==> src/rtl/case_convert_stream_pkg.sv <==
// Shared definitions for the case-conversion stream: conversion modes and
// the ASCII letter bounds used by every lane.
package case_convert_stream_pkg;

  typedef enum logic [1:0] {
    MODE_PASS   = 2'd0,
    MODE_UPPER  = 2'd1,
    MODE_LOWER  = 2'd2,
    MODE_TOGGLE = 2'd3
  } mode_t;

  localparam logic [7:0] ASCII_UC_LO    = 8'h41;
  localparam logic [7:0] ASCII_UC_HI    = 8'h5A;
  localparam logic [7:0] ASCII_LC_LO    = 8'h61;
  localparam logic [7:0] ASCII_LC_HI    = 8'h7A;
  localparam logic [7:0] ASCII_CASE_BIT = 8'h20;

  function automatic logic in_range(input logic [7:0] c, input logic [7:0] lo,
                                    input logic [7:0] hi);
    return (c >= lo) && (c <= hi);
  endfunction

endpackage

==> src/rtl/case_convert_lane.sv <==
// Single-byte case converter; purely combinational. Bytes outside the two
// letter ranges (including any with bit7 set) are never touched.
module case_convert_lane
  import case_convert_stream_pkg::*;
(
  input  logic [7:0] char_in,
  input  mode_t      mode,
  input  logic       keep,
  output logic [7:0] char_out,
  output logic       modified
);

  logic is_uc;
  logic is_lc;

  always_comb begin
    is_uc    = in_range(char_in, ASCII_UC_LO, ASCII_UC_HI);
    is_lc    = in_range(char_in, ASCII_LC_LO, ASCII_LC_HI);
    char_out = char_in;
    modified = 1'b0;
    if (keep) begin
      unique case (mode)
        MODE_UPPER: if (is_lc) begin
          char_out = char_in - ASCII_CASE_BIT;
          modified = 1'b1;
        end
        MODE_LOWER: if (is_uc) begin
          char_out = char_in + ASCII_CASE_BIT;
          modified = 1'b1;
        end
        MODE_TOGGLE: if (is_uc || is_lc) begin
          char_out = char_in ^ ASCII_CASE_BIT;
          modified = 1'b1;
        end
        default: ;
      endcase
    end
  end

endmodule

==> src/rtl/case_convert_stream.sv <==
// Streaming ASCII case converter: LANES bytes per beat, one-cycle latency,
// registered in_ready backed by a 2-entry skid buffer, saturating counter.
module case_convert_stream
  import case_convert_stream_pkg::*;
#(
  parameter int LANES = 4,
  parameter int CNT_W = 16
) (
  input  logic               clk,
  input  logic               rst_n,
  input  logic               in_valid,
  output logic               in_ready,
  input  logic [8*LANES-1:0] in_data,
  input  logic [LANES-1:0]   in_keep,
  input  logic               in_sop,
  input  logic [1:0]         mode,
  output logic               out_valid,
  input  logic               out_ready,
  output logic [8*LANES-1:0] out_data,
  output logic [LANES-1:0]   out_keep,
  output logic               out_sop,
  input  logic               cnt_clr,
  output logic [CNT_W-1:0]   conv_count
);

  localparam int DW    = 8 * LANES;
  localparam int NM_W  = $clog2(LANES + 1);
  localparam int SUM_W = CNT_W + NM_W;
  localparam logic [SUM_W-1:0] CNT_MAX = SUM_W'({CNT_W{1'b1}});

  mode_t            mode_q;
  mode_t            mode_eff;
  logic [1:0]       fill_q;
  logic [1:0]       fill_nxt;
  logic             in_ready_q;
  logic             acc;
  logic             pop;
  logic             ld0_in;
  logic             ld1_in;
  logic             ld0_sk;
  logic [CNT_W-1:0] count_q;
  logic [SUM_W-1:0] count_sum;

  logic [DW-1:0]    data_p0;
  logic [LANES-1:0] mod_p0;
  logic [NM_W-1:0]  nmod_p0;

  // Entry 0 drives the outputs; entry 1 is the skid slot.
  logic [DW-1:0]    data_p1 [2];
  logic [LANES-1:0] keep_p1 [2];
  logic [NM_W-1:0]  nmod_p1 [2];
  logic [1:0]       sop_p1;

  // Stage p0: combinational conversion of the incoming beat
  assign mode_eff = in_sop ? mode_t'(mode) : mode_q;

  for (genvar i = 0; i < LANES; i++) begin : g_lane
    case_convert_lane u_lane (
      .char_in  (in_data[8*i +: 8]),
      .mode     (mode_eff),
      .keep     (in_keep[i]),
      .char_out (data_p0[8*i +: 8]),
      .modified (mod_p0[i])
    );
  end

  always_comb begin
    nmod_p0 = '0;
    for (int i = 0; i < LANES; i++) nmod_p0 = nmod_p0 + NM_W'(mod_p0[i]);
  end

  assign acc      = in_valid && in_ready_q;
  assign pop      = (fill_q != 2'd0) && out_ready;
  assign fill_nxt = fill_q + {1'b0, acc} - {1'b0, pop};
  assign ld0_in   = acc && ((fill_q == 2'd0) || ((fill_q == 2'd1) && pop));
  assign ld1_in   = acc && (fill_q == 2'd1) && !pop;
  assign ld0_sk   = pop && (fill_q == 2'd2);

  always_ff @(posedge clk) begin
    if (!rst_n) begin
      fill_q     <= 2'd0;
      in_ready_q <= 1'b0;
      mode_q     <= MODE_PASS;
    end else begin
      fill_q     <= fill_nxt;
      in_ready_q <= (fill_nxt != 2'd2);
      if (acc && in_sop) mode_q <= mode_t'(mode);
    end
  end

  // Stage p1: skid buffer storage, cleared so no stale beat survives reset
  always_ff @(posedge clk) begin
    if (!rst_n) begin
      for (int i = 0; i < 2; i++) begin
        data_p1[i] <= '0;
        keep_p1[i] <= '0;
        nmod_p1[i] <= '0;
      end
      sop_p1 <= '0;
    end else begin
      if (ld0_in) begin
        data_p1[0] <= data_p0;
        keep_p1[0] <= in_keep;
        nmod_p1[0] <= nmod_p0;
        sop_p1[0]  <= in_sop;
      end else if (ld0_sk) begin
        data_p1[0] <= data_p1[1];
        keep_p1[0] <= keep_p1[1];
        nmod_p1[0] <= nmod_p1[1];
        sop_p1[0]  <= sop_p1[1];
      end
      if (ld1_in) begin
        data_p1[1] <= data_p0;
        keep_p1[1] <= in_keep;
        nmod_p1[1] <= nmod_p0;
        sop_p1[1]  <= in_sop;
      end
    end
  end

  // Count is credited when the beat leaves, not when it is accepted
  assign count_sum = SUM_W'(count_q) + SUM_W'(nmod_p1[0]);

  always_ff @(posedge clk) begin
    if (!rst_n)       count_q <= '0;
    else if (cnt_clr) count_q <= '0;
    else if (pop)     count_q <= (count_sum > CNT_MAX) ? count_q | {CNT_W{1'b1}}
                                                       : count_sum[CNT_W-1:0];
  end

  assign in_ready   = in_ready_q;
  assign out_valid  = (fill_q != 2'd0);
  assign out_data   = data_p1[0];
  assign out_keep   = keep_p1[0];
  assign out_sop    = sop_p1[0];
  assign conv_count = count_q;

endmodule

==> config.mk <==
export PLATFORM = sky130hd
export DESIGN_NAME = case_convert_stream
export DESIGN_NICKNAME = d
export VERILOG_FILES = /design/src/rtl/case_convert_stream_pkg.sv /design/src/rtl/case_convert_lane.sv /design/src/rtl/case_convert_stream.sv
export SDC_FILE = /design/constraint.sdc
export NUM_CORES = 1
export LEC_CHECK = 0
export ABC_AREA = 1
export BUFFER_PORTS_ARGS = -buffer_cell sky130_fd_sc_hd__buf_4
export CORE_MARGIN = 8
export CORE_UTILIZATION = 38
export DETAILED_ROUTE_END_ITERATION = 8
export PLACE_DENSITY = 0.6
export SETUP_SLACK_MARGIN = 0.02
export SYNTH_ARGS = -nofsm -noshare
export SYNTH_HDL_FRONTEND = slang
export SYNTH_SLANG_ARGS = --single-unit
==> constraint.sdc <==
create_clock -name clk -period 5.3 [get_ports clk]
set_input_delay 1.06 -clock clk [delete_from_list [all_inputs] [get_ports clk]]
set_output_delay 1.06 -clock clk [all_outputs]
set_load 0.01 [all_outputs]
==> impl_metrics.yaml <==
clock_network:
  postCtsSetupRepairBufs: 0
  root_buffer: "clkbuf_16"
  clock_latency_ns: 0.35
  cts_buffer_depth: 2
  htreeDepth: 3
  cts_buffers: 9
  cts.repair.resized: 0
  cts_tree: "done"
  cts.sinks: 101
  hold_buffers: 0
  clkTransAtPathRegs_ns: 0.07
synth:
  syn-cell-area_sq_mm: 0.00592
  syn-num-nets: 793
  yosysSeqAreaShare: 0.474
  yosysTopAreaCell: "edfxtp_1"
  synth_seq_cells: 101
  synth.top_cell.area_share: 0.396
  synth_cell_types: 38
  syn_avg_cell_area_sq_um: 8.09
  ys_top_cells_by_area: "edfxtp_1 (40%), nand2_1 (11%), dfxtp_1 (7.8%)"
  synth_warnings: 0
  syn_inst: 731
critical_path:
  arrival_ns: 3.59
  critPathMaxFanout: 55
  cp-end-kind: "flop"
  crit_chain: "buf_4 > nand3_1 > nor2_2 > inv_2 > nand2_1 > buf_4 > o21ai_0 > a21oi_1"
  cp_common_cell: "buf_4"
  crit_buf_inv: 3
  critical_path_class: "in2reg"
  critPathLaunchType: "primary input"
  cp_slowest_stage_delay_ns: 0.58
  cp_slowest_cell: "nor2_2"
  cp_top_family: "simple AND/OR/NAND/NOR gates"
  r2r_slack_ns: 2.23
  crit_required_ns: 5.39
global_routing:
  grt_antenna_before_repair: 0
  grt_use_total: 0.154
  grt_max_degree: 56
  overflow: 0
  grt_pass1_vias: 4731
  grt_pass1_wl_microns: 24300
timing:
  fin_tns_setup_ns: 0
  drv_slew: 0
  fin_skew_ns: 0.00691
  worst_pin_slew_ns: 1.08
  holdWs_ns: 0.462
  rsz0062_at_grt: "no"
  period_minus_slack_ns: 3.50
  min_period_over_period: 0.659
  setup_violations: 0
  hold_viol: 0
  clock.fmax_mhz: 286
  relSlewSlack: 0.282
floorplan:
  row_count: 45
  start_util: 0.389
  ios: 99
  die-area_sq_mm: 0.0198
  core_sq_mm: 0.0152
  die_y_microns: 141
  die_w_microns: 141
route:
  dr.pass1.iters: 5
  vias: 4966
  post_drt_wl_per_cell_microns: 15.4
  drtAntennaViolNets: 0
  vias_per_cell: 5.05
  first_iter_violations: 471
  drcViolationCount: 0
  drt-total-wl_microns: 15200
min_path:
  hp-class: "reg2reg"
placed_design:
  io_buffers: 98
  finalWeightedCongestion: 0.937
  place_inst: 968
  dp_hpwl_microns: 10900
outcome:
  status: "completed"
cells_and_area:
  drive_above_1_share: 0.167
  fillCellCount: 1525
  syn2layout_area_growth_pct: 15.7
  n_antenna_cell: 0
  nets: 853
  final_cells: 984
job:
  drv_cap: 0
power_and_ir_drop:
  ir_drop_v: 0.000179
  fin_total_pwr_w: 0.00237
  leakage_nw: 3.08
  p_per_area_mw_per_mm2: 347
[state kept, by name, indices dropped and copies added (netlist names)]
name,count
in_ready,1
fill_q,2
nmod_p1,6
mode_q,2
conv_count,16
sop_p1,2
keep_p1,8
data_p1,64
[per-stage QoR]
stage / utilization / area, sq um / setup WS [ns]
CTS: 0.450 / 6850 / 1.87
finish: 0.450 / 6850 / 1.80
floorplan: - / 5920 / 2.19
global placement: 0.432 / 6570 / 1.37
global route: 0.450 / 6850 / 1.67
detailed placement: 0.432 / 6570 / 1.52
[path summary, 6_finish.rpt]
| kind | cells past startpoint | to | from |
|---|---|---|---|
| worst max-delay path | 8 | data_p1[0][10] | out_ready |
| worst min-delay path | 2 | sop_p1[1] | sop_p1[1] |
| worst max register to register | 7 | data_p1[0][10] | fill_q[1] |
| worst min register to register | 2 | sop_p1[1] | sop_p1[1] |
[tightest hold or removal path, stage by stage, from the launching register on]
cell and delay, ns:
dfxtp_1 0.30, inv_1 0.05, a211oi_1 0.07
[metal layers]
layer  GRT usage  wire length, microns
met5           0                     0
met3      0.0361                   927
met2       0.235                  6820
met4      0.0475                   176
met1       0.211                  7250
[layout by cell type, fill, tap and decap left out]
cell,instances
nand2_1,174
buf_4,102
inv_1,84
nor2_1,83
edfxtp_1,78
a21oi_1,55
o21ai_0,47
nand3_1,46
dfxtp_1,23
ha_1,16
nand4_1,10
clkbuf_16,9
xor2_1,8
o21ai_1,6
nor3_1,5
xnor2_1,5
a31oi_1,5
nor2_2,4
clkbuf_1,4
clkinv_1,3
inv_4,3
nand2_2,2
o21ai_4,2
nand3_2,2
inv_2,2
or2_2,2
o211ai_1,2
o21bai_1,2
fa_1,2
o22ai_1,1
nor4_1,1
a41oi_1,1
a211oi_1,1
nor2_8,1
o21ai_2,1
nand3b_1,1
a21oi_2,1
clkinv_2,1
bufinv_16,1
[final cells by class]
class	instances	area [sq um]	share of cell area
Sequential cell	101	2800	0.409
Clock buffer	13	240	0.0351
Timing Repair Buffer	102	766	0.112
Clock inverter	3	38.8	0.00567
Multi-Input combinational cell	486	2410	0.353
Tap cell	188	235	0.0344
Inverter	91	349	0.0510
[synthesized netlist by cell type]
| master | count |
|---|---|
| nand2_1 | 174 |
| inv_1 | 84 |
| nor2_1 | 83 |
| edfxtp_1 | 78 |
| a21oi_1 | 55 |
| nand3_1 | 47 |
| o21ai_0 | 47 |
| buf_4 | 37 |
| dfxtp_1 | 23 |
| ha_1 | 16 |
| nand4_1 | 10 |
| buf_2 | 8 |
| xor2_1 | 8 |
| clkbuf_1 | 7 |
| o21ai_1 | 6 |
| a31oi_1 | 5 |
| nor3_1 | 5 |
| xnor2_1 | 5 |
| nor2_2 | 4 |
| inv_4 | 3 |
| clkinv_1 | 2 |
| fa_1 | 2 |
| inv_2 | 2 |
| nand2_2 | 2 |
| o211ai_1 | 2 |
| o21ai_4 | 2 |
| o21bai_1 | 2 |
| or2_2 | 2 |
| a211oi_1 | 1 |
| a21oi_2 | 1 |
| a41oi_1 | 1 |
| buf_6 | 1 |
| nand3_2 | 1 |
| nand3b_1 | 1 |
| nor2_8 | 1 |
| nor4_1 | 1 |
| o21ai_2 | 1 |
| o22ai_1 | 1 |
[kinds of logic (layout without fill, tap and decap cells)]
group                    count (synthesis)  count (layout)  share of synthesized area
AO/OA/AOI/OAI                          124             124                      0.114
XOR/XNOR                                13              13                     0.0192
adder cells (fa/ha/maj)                 18              18                     0.0406
buffers and inverters                  144             209                      0.119
flip-flops                             101             101                      0.474
AND/OR/NAND/NOR                        331             331                      0.233
[power breakdown]
part           leakage [nW]  internal, W  switching [W]  total [W]
combinational          1.93     0.000234       0.000412   0.000646
sequential             1.01      0.00102      0.0000508    0.00107
clock                 0.135     0.000365       0.000287   0.000652
total                  3.08      0.00162       0.000749    0.00237
(Power assumes the default switching activity.)
